<file path="src/rtl/btn_debounce_pkg.sv">
// btn_debounce_pkg
//   Shared definitions for the push-button debouncer: FSM state encoding
//   and default qualification / long-press cycle counts.
package btn_debounce_pkg;

  typedef enum logic [1:0] {
    LOW      = 2'd0,
    RISE_CHK = 2'd1,
    HIGH     = 2'd2,
    FALL_CHK = 2'd3
  } state_t;

  localparam int unsigned DEF_STABLE_COUNT = 1_000_000;
  localparam int unsigned DEF_LONG_COUNT   = 10_000_000;
  localparam int unsigned DEF_CNT_WIDTH    = 24;

endpackage

</file>
<file path="src/rtl/sync_2ff.sv">
// sync_2ff
//   Two-flop synchronizer for a single asynchronous input pin.
//   Both stages clear to 0 on an asynchronous, active-high reset.
// Ports:
//   clk_i  destination clock
//   rst_i  asynchronous active-high reset
//   d_i    raw asynchronous input
//   q_o    synchronized output (second stage)
module sync_2ff (
  input  logic clk_i,
  input  logic rst_i,
  input  logic d_i,
  output logic q_o
);

  logic meta_q;
  logic sync_q;

  always_ff @(posedge clk_i or posedge rst_i) begin
    if (rst_i) begin
      meta_q <= 1'b0;
      sync_q <= 1'b0;
    end else begin
      meta_q <= d_i;
      sync_q <= meta_q;
    end
  end

  assign q_o = sync_q;

endmodule

</file>
<file path="src/rtl/btn_debounce.sv">
// btn_debounce
//   Debounces one raw push-button / switch pin. Produces a clean level,
//   single-cycle rise/fall pulses, a single-cycle long-press pulse and an
//   8-bit wrapping count of accepted presses.
// Ports:
//   clk_out1_0   system clock
//   reset        asynchronous active-high reset
//   btn_in       raw asynchronous pin
//   btn_level    debounced level
//   btn_rise     one-cycle pulse on accepted 0->1
//   btn_fall     one-cycle pulse on accepted 1->0
//   long_press   one-cycle pulse once high has been held LONG_COUNT cycles
//   press_count  accepted rises, modulo 256
module btn_debounce
  import btn_debounce_pkg::*;
#(
  parameter int unsigned STABLE_COUNT = DEF_STABLE_COUNT,
  parameter int unsigned LONG_COUNT   = DEF_LONG_COUNT,
  parameter int unsigned CNT_WIDTH    = DEF_CNT_WIDTH
) (
  input  logic       clk_out1_0,
  input  logic       reset,
  input  logic       btn_in,
  output logic       btn_level,
  output logic       btn_rise,
  output logic       btn_fall,
  output logic       long_press,
  output logic [7:0] press_count
);

  localparam logic [CNT_WIDTH-1:0] STAB_LAST = CNT_WIDTH'(STABLE_COUNT - 1);
  localparam logic [CNT_WIDTH-1:0] HOLD_MAX  = CNT_WIDTH'(LONG_COUNT);
  localparam logic [CNT_WIDTH-1:0] HOLD_LAST = CNT_WIDTH'(LONG_COUNT - 1);
  localparam logic [CNT_WIDTH-1:0] CNT_ONE   = CNT_WIDTH'(1);

  logic                 btn_sync;
  state_t               state_q;
  logic [CNT_WIDTH-1:0] stab_q;
  logic [CNT_WIDTH-1:0] hold_q;
  logic                 level_q;
  logic                 rise_q;
  logic                 fall_q;
  logic                 long_q;
  logic [7:0]           count_q;

  sync_2ff u_sync (
    .clk_i (clk_out1_0),
    .rst_i (reset),
    .d_i   (btn_in),
    .q_o   (btn_sync)
  );

  always_ff @(posedge clk_out1_0 or posedge reset) begin
    if (reset) begin
      state_q <= LOW;
      stab_q  <= '0;
      hold_q  <= '0;
      level_q <= 1'b0;
      rise_q  <= 1'b0;
      fall_q  <= 1'b0;
      long_q  <= 1'b0;
      count_q <= '0;
    end else begin
      rise_q <= 1'b0;
      fall_q <= 1'b0;
      long_q <= 1'b0;

      // Hold time keeps accumulating while a release is being qualified, so a
      // release bounce does not disturb long-press timing. Saturation makes
      // the long-press pulse fire at most once per press.
      if ((state_q == HIGH) || (state_q == FALL_CHK)) begin
        if (hold_q < HOLD_MAX) begin
          hold_q <= hold_q + CNT_ONE;
          if (hold_q == HOLD_LAST) begin
            long_q <= 1'b1;
          end
        end
      end

      unique case (state_q)
        LOW: begin
          if (btn_sync) begin
            state_q <= RISE_CHK;
            stab_q  <= '0;
          end
        end

        RISE_CHK: begin
          if (!btn_sync) begin
            state_q <= LOW;
          end else if (stab_q == STAB_LAST) begin
            state_q <= HIGH;
            level_q <= 1'b1;
            rise_q  <= 1'b1;
            count_q <= count_q + 8'd1;
            hold_q  <= '0;
          end else begin
            stab_q <= stab_q + CNT_ONE;
          end
        end

        HIGH: begin
          if (!btn_sync) begin
            state_q <= FALL_CHK;
            stab_q  <= '0;
          end
        end

        FALL_CHK: begin
          if (btn_sync) begin
            state_q <= HIGH;
          end else if (stab_q == STAB_LAST) begin
            state_q <= LOW;
            level_q <= 1'b0;
            fall_q  <= 1'b1;
          end else begin
            stab_q <= stab_q + CNT_ONE;
          end
        end
      endcase
    end
  end

  assign btn_level   = level_q;
  assign btn_rise    = rise_q;
  assign btn_fall    = fall_q;
  assign long_press  = long_q;
  assign press_count = count_q;

endmodule

</file>
<file path="config.mk">
export PLATFORM = sky130hd
export DESIGN_NAME = btn_debounce
export DESIGN_NICKNAME = d
export VERILOG_FILES = /design/src/rtl/btn_debounce_pkg.sv /design/src/rtl/sync_2ff.sv /design/src/rtl/btn_debounce.sv
export SDC_FILE = /design/constraint.sdc
export NUM_CORES = 1
export LEC_CHECK = 0
export ABC_CLOCK_PERIOD_IN_PS = 5500
export BUFFER_PORTS_ARGS = -buffer_cell sky130_fd_sc_hd__buf_2
export CAP_MARGIN = 10
export CORE_MARGIN = 2
export CORE_UTILIZATION = 40
export CTS_CLUSTER_SIZE = 12
export DETAILED_ROUTE_END_ITERATION = 8
export PLACE_DENSITY_LB_ADDON = 0.05
export SETUP_SLACK_MARGIN = 0.5
export SYNTH_ARGS = -nofsm -noshare
export SYNTH_HDL_FRONTEND = slang
export SYNTH_SLANG_ARGS = --single-unit
</file>
<file path="constraint.sdc">
create_clock -name clk_out1_0 -period 5.5 [get_ports clk_out1_0]
set_input_delay 0.275 -clock clk_out1_0 [delete_from_list [all_inputs] [get_ports clk_out1_0]]
set_output_delay 0.275 -clock clk_out1_0 [all_outputs]
set_load 0.05 [all_outputs]
</file>
==> summary.md <==
| Metric | Value |
|---|---|
| Per-cell routed wire length | `16.8 um` |
| First DRT Iteration DRCs | `158` |
| H-tree levels | `3` |
| Clock Skews | `0.0112 ns` |
| Setup_tns | `0 ns` |
| Mapped Area | `0.00344 mm^2` |
| Die Width | `96.8 um` |
| Critical Path Source Type | `flip-flop` |
| Initial core utilization | `41.5%` |
| CP Data Arrival Time | `3.15 ns` |
| Root Buffer | `clkbuf_8` |
| DIE AREA | `0.00936 mm^2` |
| Antenna cells | `0` |
| Post-DP HPWL | `5500 um` |
| First-pass GRT wire length | `14400 um` |
| Cell with the most instances after synthesis | `dfrtp_1` |
| Met3 wire len | `295 um` |
| TritonRoute pass-1 iters | `5` |
| Post-synth cell types | `47` |
| Routed Antenna Nets | `0` |
| Post-CTS sizing | `0` |
| Slew margin rel. | `47.7%` |
| Least-Margin Pin Slew | `0.779 ns` |
| Total vias in the final route | `2969` |
| Clock buffer count from CTS | `9` |
| GRT overflow | `0` |
| Post-Syn Nets | `373` |
| PwrDens | `227 mW/mm^2` |
| Largest net degree at the start of global routing | `52` |
| Clock Path Buffers | `2` |
| Synth top area share | `46.5%` |
| Clk slew on worst S/H paths | `0.07 ns` |
| Dpl cell area | `0.00359 mm^2` |
| Setup-failing EPs final | `0` |
| Die Ht | `96.8 um` |
| Worst-skew pair later-pin latency | `0.33 ns` |
| Hold Path Class | `in2reg` |
| Final Cell Area | `0.00378 mm^2` |
| P&R area growth vs syn | `9.71%` |
| GP Congestion | `0.835` |
| Max IR drop VDD | `0.104 mV` |
| Placed cells | `473` |
| Gr usage total | `18.7%` |
| Yosys warning total | `0` |
| Core Box Area | `0.00830 mm^2` |
| Synth Flop Type | `dfrtp_1` |
| Initial antenna violation count | `0` |
| CP Class | `reg2reg` |
| Max Transition Viols Final | `0` |
| Fin crit share | `52.4%` |
| Synthesis-stage register bit count | `64` |
| Power Total | `0.858 mW` |
| Register area share after synthesis | `46.5%` |
| Max Fclk | `347 MHz` |
| EDFF count, synth | `0` |
| Fin cells | `491` |
| Met1 wire length | `4270 um` |
| Layout cells sized above 1 | `10.4%` |
| Final net count | `387` |
| Final core occ | `45.5%` |
| Synth area leaders | `dfrtp_1, xor2_1, a21oi_1` |
| Routed wl met2 | `3600 um` |
| Port buffer count | `14` |
| Outcome | `finished, final reports clean` |
| Post-synth top cells | `dfrtp_1, nand2_1, a21oi_1` |
| Worst Setup End Kind | `flip-flop` |
| Final min period | `2.88 ns` |
| Vias in the first global route | `2825` |
| P_leak | `1.54 nW` |
| Remaining DRCs | `0` |
| Post-Synthesis Cells | `367` |
| Top layer in use | `met4` |
| Cell Rows | `33` |
| Drt total wl | `8250 um` |
| Area leader, netlist | `dfrtp_1` |
| CP max FO | `12` |
| RSZ-0062 raised after global routing | `false` |
| Vias per cell | `6.05` |
| CTS sink count | `64` |
| CTS tree | `yes` |
| Final Hold Viols | `0` |
| Avg Cell Area, Syn | `9.38 um^2` |
| Maxcap violations | `0` |
| Critical path required time | `5.77 ns` |
| Ys async rst share | `100%` |
| Boundary pin count | `15` |
==> cell families (layout without fill, tap and decap cells) <==
family / count (synthesis) / in the layout / share of synthesized area [%]
AND/OR/NAND/NOR: 161 / 161 / 26.4
XOR/XNOR: 20 / 20 / 5.09
multiplexers: 1 / 1 / 0.327
adder cells (fa/ha/maj): 3 / 3 / 1.09
flip-flops: 64 / 64 / 46.5
AO/OA/AOI/OAI: 89 / 89 / 17.0
buffers and inverters: 29 / 48 / 3.63
==> cell usage in the layout (no fill, tap or decap), types with 2 or more instances in the layout <==
cell       netlist  layout
dfrtp_1         64      64
and3_1           3       3
ha_1             3       3
clkbuf_1        12       2
or4_1           15      15
and4_1           4       4
a31oi_1          2       2
o21ai_0         15      15
nand3_1         23      23
xor2_1          16      16
o21a_1           3       3
nand2_1         31      31
nand4_1         14      14
o21ai_1          4       4
o31ai_1         16      16
and2_1           3       3
clkinv_2         0       4
xnor2_1          4       4
inv_1           12      11
o2111ai_1        6       6
o311ai_0         5       5
or3_1           12      12
a21oi_1         25      25
o41ai_1          2       2
nor2_1          24      24
clkbuf_8         0      10
nand2b_1         3       3
nor4_1           9       9
o211ai_1         6       6
inv_2            1       2
buf_4            2       3
nor3_1           9       9
or4_4            2       2
nand4b_1         2       2
buf_2            1      14
==> routing by layer <==
metal / up-vias / global-route usage (%)
li1: 1426 / -
met1: 1467 / 29.2
met2: 69 / 26.5
met3: 7 / 2.89
met4: 0 / 5.96
met5: - / 0
==> registers in the layout, summed over array words and instances, names as in the netlist, named ones only <==
register,cells
hold_q,24
stab_q,24
press_count,8
btn_fall,1
btn_level,1
btn_rise,1
long_press,1
state_q,1
u_sync.meta_q,1
u_sync.q_o,1
==> worst max-delay path, stage by stage (launching register included) <==
cell and delay (ns):
dfrtp_1 0.42, or4_1 0.60, or4_1 0.51, o21ai_1 0.57, buf_4 0.30, inv_2 0.09, a31oi_1 0.20, a41o_1 0.11
==> stage by stage <==
stage | hold slack (ns) | setup WS (ns)
after detailed placement | 0.240 | 2.67
after CTS | 0.0347 | 2.63
final | 0.0520 | 2.62
after global placement | 0.236 | 2.74
after global routing | 0.0388 | 2.44
after floorplan | 0.306 | 3.15
==> worst paths after layout <==
check	startpoint	endpoint	slack, ns	cells after the start
max	stab_q[20]	stab_q[7]	2.62	7
min	btn_in	u_sync.meta_q	0.05	1
max reg2reg	stab_q[20]	stab_q[7]	2.62	7
min reg2reg	u_sync.meta_q	u_sync.q_o	0.35	0
max in group asynchronous	reset	hold_q[17]	4.11	4
min in group asynchronous	reset	hold_q[4]	0.43	3
==> area by class of cell <==
class / instances / area [um^2]
clock inverter: 4 / 20.0
sequential: 64 / 1600
multi-input combinational: 274 / 1720
inverter: 13 / 48.8
clock buffer: 12 / 145
timing repair buffer: 19 / 114
fill: 811 / 4520
tap: 105 / 131
==> where the power goes <==
| group | switching [mW] | leakage [nW] | internal (mW) | total [mW] |
|---|---|---|---|---|
| registers | 0.00528 | 0.885 | 0.475 | 0.480 |
| logic | 0.0200 | 0.566 | 0.00670 | 0.0267 |
| clock network | 0.179 | 0.0899 | 0.173 | 0.352 |
| total | 0.204 | 1.54 | 0.654 | 0.858 |
==> what timing repair did <==
item                      4_1_cts  5_1_grt
hold buffers                    1        0
hold endpoints to repair       13        0
buffers inserted                0        0
No activity file was read; power rests on OpenSTA's default activity.
